<file path="src/rtl/centroid_calc_pkg.sv">
// Shared video-timing defaults and the centroid FSM state encoding.
package centroid_calc_pkg;

  localparam int DEF_H_ACTIVE = 64;
  localparam int DEF_V_ACTIVE = 64;
  localparam int DEF_XW       = 11;
  localparam int DEF_YW       = 10;
  localparam int DEF_ACC_W    = 32;

  typedef enum logic [1:0] {
    IDLE  = 2'd0,
    DIV_X = 2'd1,
    DIV_Y = 2'd2,
    DONE  = 2'd3
  } state_t;

endpackage

</file>
<file path="src/rtl/centroid_calc_divider_seq.sv">
// Restoring unsigned divider: one quotient bit per cycle, done is high W cycles after start.
module divider_seq
  import centroid_calc_pkg::*;
#(
  parameter int W = DEF_ACC_W
) (
  input  logic         clk,
  input  logic         rst,
  input  logic         start,
  input  logic [W-1:0] dividend,
  input  logic [W-1:0] divisor,
  output logic [W-1:0] quotient,
  output logic         done
);

  localparam int CW = $clog2(W + 1);

  logic [W-1:0]  rem;
  logic [CW-1:0] cnt;
  logic          run;
  logic [2*W-1:0] step;

  // One restoring step: shift the next dividend bit into the remainder, subtract if it fits.
  function automatic logic [2*W-1:0] div_step(input logic [W-1:0] r,
                                              input logic [W-1:0] q,
                                              input logic [W-1:0] d);
    logic [W:0]   sh;
    logic [W-1:0] diff;
    sh   = {r, q[W-1]};
    diff = sh[W-1:0] - d;
    if (sh >= {1'b0, d}) begin
      return {diff, q[W-2:0], 1'b1};
    end else begin
      return {sh[W-1:0], q[W-2:0], 1'b0};
    end
  endfunction

  always_comb begin
    step = {2*W{1'b0}};
    if (start) begin
      step = div_step({W{1'b0}}, dividend, divisor);
    end else begin
      step = div_step(rem, quotient, divisor);
    end
  end

  // The start cycle already performs the first step, so W-1 more steps follow.
  always_ff @(posedge clk or posedge rst) begin
    if (rst) begin
      rem      <= {W{1'b0}};
      quotient <= {W{1'b0}};
      cnt      <= {CW{1'b0}};
      run      <= 1'b0;
      done     <= 1'b0;
    end else if (start) begin
      {rem, quotient} <= step;
      cnt             <= CW'(W - 1);
      run             <= 1'b1;
      done            <= 1'b0;
    end else if (run) begin
      {rem, quotient} <= step;
      cnt             <= cnt - CW'(1);
      if (cnt == CW'(1)) begin
        run  <= 1'b0;
        done <= 1'b1;
      end
    end else begin
      done <= 1'b0;
    end
  end

endmodule

</file>
<file path="src/rtl/centroid_calc.sv">
// Accumulates object moments over a frame and divides them at frame end to get the centroid.
module centroid_calc
  import centroid_calc_pkg::*;
#(
  parameter int H_ACTIVE = DEF_H_ACTIVE,
  parameter int V_ACTIVE = DEF_V_ACTIVE,
  parameter int XW       = DEF_XW,
  parameter int YW       = DEF_YW,
  parameter int ACC_W    = DEF_ACC_W
) (
  input  logic          clk,
  input  logic          rst,
  input  logic          de,
  input  logic          hsync,
  input  logic          vsync,
  input  logic          mask,
  output logic [XW-1:0] x_c,
  output logic [YW-1:0] y_c,
  output logic          valid,
  output logic          no_obj,
  output logic          busy,
  output logic          overrun
);

  state_t state, state_next;

  logic             de_d, vsync_d, frame_end;
  logic [XW-1:0]    x_cnt, xq;
  logic [YW-1:0]    y_cnt;
  logic [ACC_W-1:0] m00, m10, m01;
  logic [ACC_W-1:0] op_m00, op_m10, op_m01;
  logic             kick, div_start, div_done;
  logic [ACC_W-1:0] div_dividend, div_quotient;
  logic             unused_ok;

  assign frame_end = vsync & ~vsync_d;
  assign unused_ok = ^{hsync, div_quotient[ACC_W-1:XW]};

  // Pixel coordinates; counters saturate at the active size so stray de cannot wrap them.
  always_ff @(posedge clk or posedge rst) begin
    if (rst) begin
      de_d    <= 1'b0;
      vsync_d <= 1'b0;
      x_cnt   <= {XW{1'b0}};
      y_cnt   <= {YW{1'b0}};
    end else begin
      de_d    <= de;
      vsync_d <= vsync;
      if (de) begin
        if (x_cnt != XW'(H_ACTIVE - 1)) x_cnt <= x_cnt + XW'(1);
      end else begin
        x_cnt <= {XW{1'b0}};
      end
      if (vsync) begin
        y_cnt <= {YW{1'b0}};
      end else if (de_d && !de && (y_cnt != YW'(V_ACTIVE - 1))) begin
        y_cnt <= y_cnt + YW'(1);
      end
    end
  end

  // Moment accumulators; every frame end clears them, even one that arrives while busy.
  always_ff @(posedge clk or posedge rst) begin
    if (rst) begin
      m00 <= {ACC_W{1'b0}};
      m10 <= {ACC_W{1'b0}};
      m01 <= {ACC_W{1'b0}};
    end else if (frame_end) begin
      m00 <= {ACC_W{1'b0}};
      m10 <= {ACC_W{1'b0}};
      m01 <= {ACC_W{1'b0}};
    end else if (de && mask) begin
      m00 <= m00 + ACC_W'(1);
      m10 <= m10 + ACC_W'(x_cnt);
      m01 <= m01 + ACC_W'(y_cnt);
    end
  end

  always_ff @(posedge clk or posedge rst) begin
    if (rst) begin
      op_m00 <= {ACC_W{1'b0}};
      op_m10 <= {ACC_W{1'b0}};
      op_m01 <= {ACC_W{1'b0}};
    end else if ((state == IDLE) && frame_end) begin
      op_m00 <= m00;
      op_m10 <= m10;
      op_m01 <= m01;
    end
  end

  // Next-state logic; the y division is launched in the same cycle the x result appears.
  always_comb begin
    state_next   = state;
    div_start    = 1'b0;
    div_dividend = op_m10;
    case (state)
      IDLE: begin
        if (frame_end) begin
          state_next = (m00 == {ACC_W{1'b0}}) ? DONE : DIV_X;
        end else begin
          state_next = IDLE;
        end
      end
      DIV_X: begin
        div_start    = kick | div_done;
        div_dividend = div_done ? op_m01 : op_m10;
        if (div_done) begin
          state_next = DIV_Y;
        end else begin
          state_next = DIV_X;
        end
      end
      DIV_Y: begin
        if (div_done) begin
          state_next = DONE;
        end else begin
          state_next = DIV_Y;
        end
      end
      DONE:    state_next = IDLE;
      default: state_next = IDLE;
    endcase
  end

  always_ff @(posedge clk or posedge rst) begin
    if (rst) begin
      state <= IDLE;
    end else begin
      state <= state_next;
    end
  end

  // Registered outputs; valid coincides with the single DONE cycle.
  always_ff @(posedge clk or posedge rst) begin
    if (rst) begin
      valid   <= 1'b0;
      busy    <= 1'b0;
      kick    <= 1'b0;
      overrun <= 1'b0;
      no_obj  <= 1'b0;
      xq      <= {XW{1'b0}};
      x_c     <= {XW{1'b0}};
      y_c     <= {YW{1'b0}};
    end else begin
      valid <= (state_next == DONE);
      busy  <= (state_next != IDLE);
      kick  <= (state == IDLE) && (state_next == DIV_X);
      if (frame_end && (state != IDLE)) overrun <= 1'b1;
      if ((state == IDLE) && (state_next == DONE)) no_obj <= 1'b1;
      if ((state == DIV_X) && div_done) xq <= div_quotient[XW-1:0];
      if ((state == DIV_Y) && div_done) begin
        x_c    <= xq;
        y_c    <= div_quotient[YW-1:0];
        no_obj <= 1'b0;
      end
    end
  end

  divider_seq #(.W(ACC_W)) u_div (
    .clk      (clk),
    .rst      (rst),
    .start    (div_start),
    .dividend (div_dividend),
    .divisor  (op_m00),
    .quotient (div_quotient),
    .done     (div_done)
  );

endmodule

</file>
<file path="config.mk">
export PLATFORM = sky130hd
export DESIGN_NAME = centroid_calc
export DESIGN_NICKNAME = d
export VERILOG_FILES = /design/src/rtl/centroid_calc_pkg.sv /design/src/rtl/centroid_calc_divider_seq.sv /design/src/rtl/centroid_calc.sv
export SDC_FILE = /design/constraint.sdc
export NUM_CORES = 1
export LEC_CHECK = 0
export ABC_AREA = 1
export CORE_MARGIN = 5
export CORE_UTILIZATION = 50
export DETAILED_ROUTE_END_ITERATION = 6
export PLACE_DENSITY = 0.63
export SKIP_LAST_GASP = 1
export SLEW_MARGIN = 0
export SYNTH_ARGS = -nofsm -noshare
export SYNTH_HDL_FRONTEND = slang
export SYNTH_SLANG_ARGS = --single-unit
</file>
<file path="constraint.sdc">
create_clock -name clk -period 13.2 [get_ports clk]
set_input_delay 3.3 -clock clk [delete_from_list [all_inputs] [get_ports clk]]
set_output_delay 3.3 -clock clk [all_outputs]
set_load 0.005 [all_outputs]
</file>
======== Yosys cells after proc, flatten, opt, wreduce, memory -nomap -nowiden ========
Cells that the tools add are included.
storage, ports and cells
  logic and storage cells ................. 100
  output and inout port bits .............. 25
  input bits .............................. 6
  register bits after elaboration ......... 326
operators by class
  $add $sub $neg .......................... 8
  magnitude comparators ................... 2
  muxes and demuxes ....................... 35
  reduce and logical (&&, ||, !) cells .... 18
  bitwise gates (word level) .............. 3
  equality and inequality tests ........... 10
operator list
  operator                                                count
  2-to-1 mux 32 bit                                       12
  2-to-1 mux 64 bit                                       3
  >= comparator 33 x 32 -> 1 bit                          1
  adder 32 x 1 -> 32 bit, second input constant           1
  adder 32 x 10 -> 32 bit                                 1
  adder 32 x 11 -> 32 bit                                 1
  >= comparator 1 x 32 -> 1 bit                           1
  logical NOT 32 bit                                      1
  subtractor 1 x 32 -> 32 bit                             1
  subtractor 32 bit                                       1
  2-to-1 mux 11 bit                                       2
  2-to-1 mux 10 bit                                       2
  2-to-1 mux 6 bit                                        2
  nonzero test 2 bit                                      6
  adder 11 x 1 -> 11 bit, second input constant           1
  inequality test 11 x 6 -> 1 bit, second input constant  1
  adder 10 x 1 -> 10 bit, second input constant           1
  2-to-1 mux 1 bit                                        10
  inequality test 10 x 6 -> 1 bit, second input constant  1
  logical AND 1 bit                                       9
  one-hot mux 2 bit (4 select lines)                      1
  equality test 2 bit, second input constant              3
  equality test 6 x 1 -> 1 bit, second input constant     1
  2-to-1 mux 2 bit                                        3
  9 further kinds                                         10

======== Longest topological paths before layout ========
Gate-level depths: netlist (run 1).
  word-level depth ........................ 8
  depth in mapped cells ................... 18
  gate-level depth less buffers ........... 18

======== Hierarchy ========
From an unflattened synthesis (run 1), not the netlist that was laid out.
unflattened totals
  cell total of the unflattened synthesis .. 2,731
  area, all modules ....................... 19,431.1 um^2
modules (own cells, without submodules)
  module         times used  area each (um^2)  cells an instance  sequential area each (um^2)
  centroid_calc  1           13,286.5          1,777              6,356.1
  divider_seq    1           6,144.6           954                1,801.7

======== Worst setup path after synthesis (run 1) ========
Ideal clock, no wire load.
  path kind ............................... input to register
  start ................................... input port vsync
  end ..................................... register m00[26]
  library setup time ...................... 0.119 ns
  arrival ................................. 4.383 ns
  required time ........................... 13.081 ns
  setup slack ............................. 8.698 ns
  cell stages on the path ................. 11
  path buffers ............................ 0
  path through ............................ nand2_2 > nand2_8 > inv_4 > nor2_2 > nand4_1 > nor2_2 > nand4_1 > nor2_1 > nand3_1 > nand2_1 > nor2_1
between the ends
  cells in the longest elaborated chain, start to end .. 2
  elaborated cells between the ends (all ways) .. 3
  classes of those cells .................. mux (1); bitwise (1); reduce/logical (1)
ends and longest elaborated chain
  element                                                  RTL line             text
  start: declaration                                       centroid_calc.sv:15  input logic vsync,
  AND 1 bit (*)                                            centroid_calc.sv:36  assign frame_end = vsync & ~vsync_d;
  2-to-1 mux 32 bit or nonzero test 2 bit (tied branches)  --
  end signal: assignment                                   centroid_calc.sv:65  m00 <= {ACC_W{1'b0}};
  end signal: assignment                                   centroid_calc.sv:69  m00 <= {ACC_W{1'b0}};
  end signal: assignment                                   centroid_calc.sv:73  m00 <= m00 + ACC_W'(1);
  end: declaration                                         centroid_calc.sv:30  logic [ACC_W-1:0] m00, m10, m01;
Every way passes the cells marked *; elsewhere a longest branch is shown, timed or not.
A chain may end at the register's enable or synchronous reset.

======== Worst setup path in the final report (run 1) ========
  start ................................... input port vsync
  end ..................................... register busy
between the ends
  cells in the longest elaborated chain, start to end .. 4
ends and longest elaborated chain
  element                             RTL line              text
  AND 1 bit                           centroid_calc.sv:36
  2-to-1 mux 2 bit                    centroid_calc.sv:98   if (frame_end) begin
  one-hot mux 2 bit (4 select lines)  centroid_calc.sv:96   case (state)
  nonzero test 2 bit                  centroid_calc.sv:146  busy <= (state_next != IDLE);
  end signal: assignment              centroid_calc.sv:146
  end: declaration                    centroid_calc.sv:21   output logic busy,
Every way passes these cells.

==> results of run 1 <==
-- layout by cell type, fill, tap and decap left out, types with 13 or more instances in the layout --
master	n
a21oi_1	156
a22oi_1	15
buf_4	13
clkbuf_16	39
clkdlybuf4s50_1	29
dfrtp_1	326
ha_1	61
inv_1	373
nand2_1	627
nand3_1	160
nand3b_1	20
nand4_1	45
nor2_1	175
nor3_1	60
nor4_1	21
o21ai_0	232
xnor2_1	13
-- synthesized netlist by cell type (2+ instances only) --
cell type    n
xor2_1      12
nor3_1      60
clkbuf_1    57
inv_1      374
fa_1         3
nand2_1    629
nand3b_1    20
a21oi_1    157
a21o_1       3
nor2_1     176
nor3b_1      4
o21a_1       7
nand3_1    160
a21boi_0     2
xnor2_1     13
buf_2       11
and2_1       2
o221ai_1    11
dfrtp_1    326
nand2_2      4
o21bai_1     8
buf_1        7
buf_4        3
o211ai_1     3
o211a_1      2
a211oi_1     4
nor2_2       6
ha_1        61
or2_2        5
o31ai_1      5
o22ai_1     11
nand3_2      2
a31oi_1      4
o21ai_0    232
nor4_1      21
nand4_1     45
a22oi_1     15
-- logic make-up after synthesis --
| logic type | Yosys count |
|---|---|
| simple gates | 1143 |
| compound gates | 468 |
| buf+inv | 456 |
| flops | 326 |
| fa+ha+maj | 64 |
| xor+xnor | 25 |
| mux | 1 |
-- state kept, by name, summed over array words and instances (netlist names), 2 cells and up --
signal and cells:
m00 32, m01 32, m10 32, op_m00 32, op_m01 32, op_m10 32
state 2, u_div.cnt 6, u_div.quotient 32, u_div.rem 32, x_c 11, x_cnt 11
xq 11, y_c 10, y_cnt 10
-- tightest hold or removal path: stages (launching register included) --
cell and delay, ns:
dfrtp_1 0.34, nand2_1 0.05, nand2_1 0.05
-- where the power goes --
| group | switching (mW) | internal [mW] | total [mW] |
|---|---|---|---|
| clock network | 0.432 | 0.654 | 1.09 |
| registers | 0.109 | 1.18 | 1.29 |
| logic | 0.931 | 0.521 | 1.45 |
-- per-stage QoR --
step	instance area, sq um	instances	total power, mW	utilization (%)	setup slack, ns
after detailed placement	19150	2914	2.752	52.45	6.314
after global placement	19150	2914	2.723	52.45	6.350
final	20440	2982	3.829	55.97	6.970
after CTS	20440	2982	3.855	55.97	6.905
after floorplan	18470	2483	2.392	-	0.8736
after global routing	20440	2982	4.127	55.97	6.533
-- routing by layer --
layer	vias up	track usage, %
met5	-	0
met4	2	7.226
met3	92	4.508
met2	439	36.25
met1	7727	36.14
li1	8110	-
-- final timing paths --
kind                            startpoint       endpoint  slack (ns)  depth (start not counted)
worst max-delay path                 vsync           busy        6.97                          9
worst min-delay path                x_c[3]         x_c[3]        0.47                          2
worst max register to register    state[0]  u_div.rem[10]        9.44                         16
worst min register to register      x_c[3]         x_c[3]        0.47                          2
max in group asynchronous              rst           kick        8.33                          3
min in group asynchronous              rst        m00[15]        3.27                          2
-- area by class of cell --
class / count / area [sq um] / share of cell area [%]
Multi-Input combinational cell: 1701 / 8598 / 42.06
Sequential cell: 326 / 8158 / 39.90
Inverter: 377 / 1425 / 6.971
Clock buffer: 55 / 1126 / 5.508
Tap cell: 468 / 585.6 / 2.864
Timing Repair Buffer: 42 / 387.9 / 1.897
Clock inverter: 13 / 162.7 / 0.7956
==> impl_results.md, run 1 <==
- Setup TNS: 0 ns
- Routed wl met2: 20,830 um
- Register area share after synthesis: 44.17%
- M1 wire length: 23,840 um
- CTS hold repair buffers: 0
- Xor and xnor area share after synthesis: 1.185%
- Clock Latency Late Sink: 0.56 ns
- Vias per inst: 5.490
- # setup viols final: 0
- First-pass GRT wire length: 81,460 um
- Final hold vios: 0
- Power per standard cell area: 187.3 nW/um^2
- Ranking of synthesized cells by area: dfrtp_1 (44%), nand2_1 (13%), inv_1 (7.6%), o21ai_0 (6.3%), nand3_1 (4.3%)
- Setup Fix Bufs, Post-CTS: 0
- Slew headroom: 26.67%
- F_max: 160.5 MHz
- Root Driver: clkbuf_16
- Drt drc: 0
- Max VDD drop: 0.1121 mV
- DRT iter0 DRCs: 1,246
- IO buf count: 29
- RSZ-0062 raised after global routing: false
- Final ANT Viol Nets: 0
- Synth Area in Simple Gates: 26.92%
- Worst path arrival time: 6.62 ns
- Detailed placement HPWL: 34,600 um
- # fillers: 3,509
- Clock slew at reported path FFs: 0.06 ns
- Min Tclk post-route: 6.230 ns
- Via count: 16.37k
- Synth Net Count: 2,553
- N_diodes: 0
- Largest net degree at the start of global routing: 115
- Placer Congestion: 0.9279
- Ys flop type: dfrtp_1
- DRT Pass-1 Iters: 6
- Max-cap violations: 0
- Syn avg cell area: 7.439 sq um
- Least-Margin Pin Slew: 1.096 ns
- Cells along the critical path: clkdlybuf4s50_1 -> nand2_2 -> inv_1 -> buf_4 -> nand2_4 -> buf_4 -> inv_1 -> nor3b_1 -> nand4_1
- Post-Syn Area: 18,470 sq um
- Synth-to-Final Area Change: 10.68%
- Ys async rst share: 100.0%
- Crit path required time: 13.59 ns
- Max stage delay on crit path: 0.81 ns
- Die area: 40,880 sq um
- Wire length on met3: 3341 um
- Layout cell share with drive strength beyond 1: 4.296%
- PostCTS Resize Cnt: 0
- CP Max Fanout: 114
- Buffer levels on the longest clock path: 3
- Largest family of logic cells by synthesized area: simple AND/OR/NAND/NOR gates
- Synth Area in Compound Gates: 13.76%
- CTS tree: done
- EDFF count, synth: 0
- Static Leak: 9.802 nW
- Buffers & Inverters on Critical Path: 5
- Yosys top cell area share: 44.17%
- All-layer global routing usage: 24.27%
- Row cnt: 70
- Outcome: completed
- Post-synthesis cell type count: 55
- Wire per inst: 16.53 um
- Clock sinks: 326
- Flops & latches, synth: 326
- Yosys top cell by area: dfrtp_1
- CP max-delay cell: buf_4
- Startpoint class of the critical path: input port
- Delay-heaviest family, CP: buffers and inverters
- Post-synthesis adder-cell area fraction: 4.457%
- Clk_skew: 0.01804 ns
- # IOs: 31
- Post-Route WL: 49,300 um
- Num CTS Buffers: 38
- Vias in the first global route: 15.53k
- Core area: 36,520 sq um
- H-tree Lvls: 2
- Critical setup path kind: input port to register
- Crit end category: register
- Mux cell area share after synthesis: 0.05419%
- Die W: 202.2 um
- Gr ovfl total: 0
- Min-delay worst type: register to register
- Die Span Y: 202.2 um
- Max layer used: met5
- Initial antenna violation count: 1
- Syn. warnings: 0
- Initial Util: 50.57%
- NumNets Final: 2,556
- Synth Instances: 2,483
- Period Utilization, post-route: 47.20%
- Final Slew Violations: 0
- Hold slack: 0.4690 ns
Note: power is estimated with default switching activity, not from simulation.
==> run 2: changes to the inputs <==
- clock period: 13.2 -> 6.2 ns (I/O delays scaled with it)
==> run 2 against run 1 <==
  * Clock skew shrank 0.0035 ns
  * Combinational power increased by 120%
  * Flip-flop and latch count unchanged
  * Critical endpoint is now m01[8]
  * Critical path depth fell by 1
  * Sequential share of layout area decreased by 0.11 points
  * Routed wire length up 0.31%
  * Power is 110% higher
  * Register-to-register slack worse by 6.5 ns
  * Worst setup slack got worse by 4.6 ns
  * Core utilization rose by 0.15 points
  * Cell count hardly changed
  * Highest routed layer is now met4
==> impl_results.md, run 2 (same netlist as run 1, synthesis figures left out) <==
- Outcome: completed
- Post-Route WL: 49,460 um
- Max VDD drop: 0.2068 mV
- Vias in the first global route: 15.60k
- Die W: 202.2 um
- N_diodes: 0
- CP max-delay cell: nor2_1
- RSZ-0062 raised after global routing: false
- Core area: 36,520 sq um
- Die Span Y: 202.2 um
- Min Tclk post-route: 3.862 ns
- Hold Path Cell Cnt: 2
- NumNets Final: 2,560
- PostCTS Resize Cnt: 0
- Most frequent cells in the layout: nand2_1 (627), inv_1 (373), dfrtp_1 (326), o21ai_0 (232), nor2_1 (175)
- Crit end category: register
- Min-delay worst type: register to register
- # IOs: 31
- Vias per inst: 5.480
- Initial Util: 50.57%
- Final hold vios: 0
- Num CTS Buffers: 39
- Layout cell share with drive strength beyond 1: 4.571%
- Delay-heaviest family, CP: simple AND/OR/NAND/NOR gates
- Clock Latency Late Sink: 0.56 ns
- Final worst slack: 2.338 ns
- Setup Fix Bufs, Post-CTS: 0
- Synth-to-Final Area Change: 10.99%
- Power per standard cell area: 398.7 nW/um^2
- Initial antenna violation count: 0
- Crit path required time: 6.68 ns
- F_max: 258.9 MHz
- Final Slew Violations: 0
- Period Utilization, post-route: 62.29%
- Static Leak: 9.803 nW
- Cells along the critical path: clkdlybuf4s50_1 -> nand2_2 -> inv_1 -> nor2_1 -> inv_1 -> a21oi_1 -> o21ai_0 -> o21ai_0
- H-tree Lvls: 2
- Slew headroom: 26.46%
- Gr ovfl total: 0
- Startpoint class of the critical path: input port
- DRT Pass-1 Iters: 5
- Detailed placement HPWL: 35,150 um
- Least-Margin Pin Slew: 1.099 ns
- Placer Congestion: 0.9402
- Clock slew at reported path FFs: 0.06 ns
- Largest net degree at the start of global routing: 130
- Drt drc: 0
- First-pass GRT wire length: 81,900 um
- Die area: 40,880 sq um
- Levels on crit path: 8
- All-layer global routing usage: 24.34%
- Via count: 16.35k
- Most common cell after layout, fill and taps aside: nand2_1
- Critical setup path kind: input port to register
- # setup viols final: 0
- Buffer levels on the longest clock path: 3
- Worst R2R Path Depth: 14
- Worst path arrival time: 4.34 ns
- CTS hold repair buffers: 0
- DRT iter0 DRCs: 1,378
- Max-cap violations: 0
- Row cnt: 70
- CTS tree: done
- Setup TNS: 0 ns
- CP Max Fanout: 20
- Dpl ws: 1.750 ns
- IO buf count: 29
- Final ANT Viol Nets: 0
- Buffers & Inverters on Critical Path: 3
- Clock sinks: 326
- Clk_skew: 0.01455 ns
- Max stage delay on crit path: 0.86 ns
- Root Driver: clkbuf_16
- Wire per inst: 16.57 um
-- run 2: cell count changes in the layout (fill, tap and decap cells not counted), sizes merged --
cell	previous run	this run
clkbuf	55	46
clkinv	9	12
clkinvlp	0	6
buf	13	16
inv	378	377
-- run 2: area by class of cell --
type	count	area [sq um]
fillers	3535	16020
multi-input cells	1701	8593
flip-flops and latches	326	8158
inverters	377	1421
clock buffers	46	1052
well taps	468	585.6
repair buffers	45	435.4
clock inverters	21	254.0
-- run 2: tightest hold or removal path, stage by stage, from the launching register on --
cell     delay (ns)
dfrtp_1        0.34
nand2_1        0.05
nand2_1        0.04
-- run 2: path summary, 6_finish.rpt --
check	from	endpoint	slack, ns
max	vsync	m01[8]	2.34
min	x_c[0]	x_c[0]	0.47
max reg2reg	state[1]	u_div.rem[24]	2.93
min reg2reg	x_c[0]	x_c[0]	0.47
max in group asynchronous	rst	u_div.quotient[26]	3.50
min in group asynchronous	rst	m00[23]	1.54
-- run 2: where the power goes --
group	switching, mW	leakage (nW)	internal [mW]
Sequential	0.230	4.38	2.52
Combinational	2.00	4.79	1.12
Clock	0.956	0.627	1.36
-- run 2: routing by layer --
layer / GRT usage [%] / routed length [um] / share of wire, % / vias up
met2: 36.46 / 21060 / 43 / 456
met5: 0 / 0 / 0 / -
li1: - / - / - / 8118
met3: 3.834 / 3377 / 6.8 / 71
met1: 37.09 / 24090 / 49 / 7708
met4: 6.111 / 930 / 1.9 / 0
-- run 2: stage by stage --
stage	power [mW]	instance area [sq um]	hold WS, ns	utilization [%]	cells
2_1_floorplan	5.093	18470	0.4438	-	2483
3_3_place_gp	5.808	19190	0.4543	52.55	2917
3_5_place_dp	5.876	19190	0.4582	52.55	2917
4_1_cts	8.231	20500	0.4719	56.13	2984
5_1_grt	8.795	20500	0.4917	56.13	2984
6_report	8.173	20500	0.4656	56.13	2984
==> run 3: changes to the inputs <==
- clock period: 6.2 -> 3.77 ns (I/O delays scaled with it)
==> run 3 against run 2 <==
  * Register-to-register slack lost 2.1 ns
  * Routed wire length grew 1.1%
  * Combinational power is 65% higher
  * Sequential share of layout area decreased by 0.16 points
  * Non-clock buffer count rose by 9
  * Global-route usage about the same
  * Final area rose by 0.41%
  * Via count grew 0.67%
  * Flip-flop and latch count is the same
  * Worst setup slack lost 1.5 ns
==> impl_results.md, run 3 (same netlist as run 1, synthesis figures left out) <==
- Critical setup path kind: register to register
- Period Utilization, post-route: 78.71%
- Die Span Y: 202.2 um
- Dpl ws: 0.5962 ns
- Static Leak: 9.871 nW
- Clock slew at reported path FFs: 0.06 ns
- Largest net degree at the start of global routing: 92
- Most common cell after layout, fill and taps aside: nand2_1
- Most frequent cells in the layout: nand2_1 (627), inv_1 (373), dfrtp_1 (326), o21ai_0 (232), nor2_1 (175)
- Initial antenna violation count: 0
- Min-delay worst type: register to register
- FF/Latch Area: 8158 sq um
- NumNets Final: 2,568
- Core area: 36,520 sq um
- Drt drc: 0
- Vias per inst: 5.498
- # setup viols final: 0
- IO buf count: 29
- Final worst slack: 0.8028 ns
- Row cnt: 70
- Detailed placement HPWL: 35,920 um
- Gr ovfl total: 0
- Die area: 40,880 sq um
- Max VDD drop: 0.4372 mV
- Clock sinks: 326
- Crit path required time: 4.19 ns
- Initial Util: 50.57%
- Final Slew Violations: 0
- First-pass GRT wire length: 82,080 um
- Max-cap violations: 0
- All-layer global routing usage: 24.38%
- RSZ-0062 raised after global routing: false
- Buffer levels on the longest clock path: 3
- Wire per inst: 16.70 um
- Startpoint class of the critical path: register
- Final hold vios: 0
- Post-Route WL: 49,990 um
- Worst path arrival time: 3.38 ns
- Crit end category: register
- Clock Latency Late Sink: 0.54 ns
- Placer Congestion: 0.9097
- Clk_skew: 0.01277 ns
- Final ANT Viol Nets: 0
- Min Tclk post-route: 2.967 ns
- CTS hold repair buffers: 0
- Power per standard cell area: 655.9 nW/um^2
- # fillers: 3,478
- DRT iter0 DRCs: 1,383
- N_diodes: 0
- PostCTS Resize Cnt: 0
- DRT Pass-1 Iters: 7
- Synth-to-Final Area Change: 11.44%
- Num CTS Buffers: 38
- CP Max Fanout: 34
- Vias in the first global route: 15.54k
- Overall power: 13.50 mW
- # IOs: 31
- Layout cell share with drive strength beyond 1: 4.711%
- F_max: 337.0 MHz
- CTS tree: done
- Outcome: completed
- Setup Fix Bufs, Post-CTS: 0
- Root Driver: clkbuf_16
- Multi-input logic area: 8589 sq um
- H-tree Lvls: 2
- Die W: 202.2 um
- Least-Margin Pin Slew: 1.019 ns
- Slew headroom: 31.99%
- Via count: 16.46k
==> run 3: changes by cell type in the layout (fill, tap and decap cells not counted), sizes merged <==
cell,before,now
buf,16,25
clkinvlp,6,2
clkbuf,46,55
clkinv,12,8
bufinv,3,4
inv,377,376
==> run 3: worst paths after layout <==
check	from	end	slack (ns)	cells past startpoint
max	op_m00[20]	u_div.rem[23]	0.80	13
min	x_c[3]	x_c[3]	0.47	2
max reg2reg	op_m00[20]	u_div.rem[23]	0.80	13
min reg2reg	x_c[3]	x_c[3]	0.47	2
max in group asynchronous	rst	u_div.rem[20]	2.06	3
min in group asynchronous	rst	m00[21]	0.82	2
==> run 3: area by class of cell <==
type | instances | area share, %
Tap cell | 468 | 2.845
Sequential cell | 326 | 39.63
Multi-Input combinational cell | 1701 | 41.73
Clock inverter | 13 | 0.8510
Timing Repair Buffer | 54 | 2.565
Inverter | 377 | 6.905
Clock buffer | 55 | 5.471
==> run 3: routing by layer <==
metal  share of wire (%)  vias to the layer above  wire length, um  global-route usage, %
li1                    -                     8127                -                      -
met1                  49                     7808            24660                  37.76
met2                  42                      457            21200                  36.02
met3                 6.3                       70             3165                  3.594
met4                 1.9                        0              967                  6.038
met5                   0                        -                0                      0
==> run 3: worst max-delay path, cell delays in order, from the launching register on <==
cell and delay (ns):
dfrtp_1 0.36, inv_1 0.15, ha_1 0.39, nand2_1 0.12
nor2_1 0.22, nand2_1 0.11, nor2_1 0.25, nand3_1 0.10
nand3_1 0.11, nor2_2 0.05, nand2_2 0.55, nand3_1 0.16
nand3_1 0.17, a21oi_1 0.09
==> run 3: per-stage QoR <==
step / area, sq um / utilization, % / cells / hold slack (ns) / setup TNS (ns)
after floorplan: 18470 / - / 2483 / 0.4438 / -496.57
after global placement: 19280 / 52.80 / 2926 / 0.4546 / 0
after detailed placement: 19280 / 52.80 / 2926 / 0.4594 / 0
after CTS: 20580 / 56.36 / 2994 / 0.4743 / 0
after global routing: 20580 / 56.36 / 2994 / 0.4963 / 0
final: 20580 / 56.36 / 2994 / 0.4709 / 0
==> run 3: power breakdown <==
| group | internal, mW | switching (mW) | total [mW] |
|---|---|---|---|
| registers | 4.14 | 0.384 | 4.52 |
| logic | 1.85 | 3.29 | 5.14 |
| clock network | 2.35 | 1.49 | 3.84 |
| total | 8.33 | 5.17 | 13.5 |
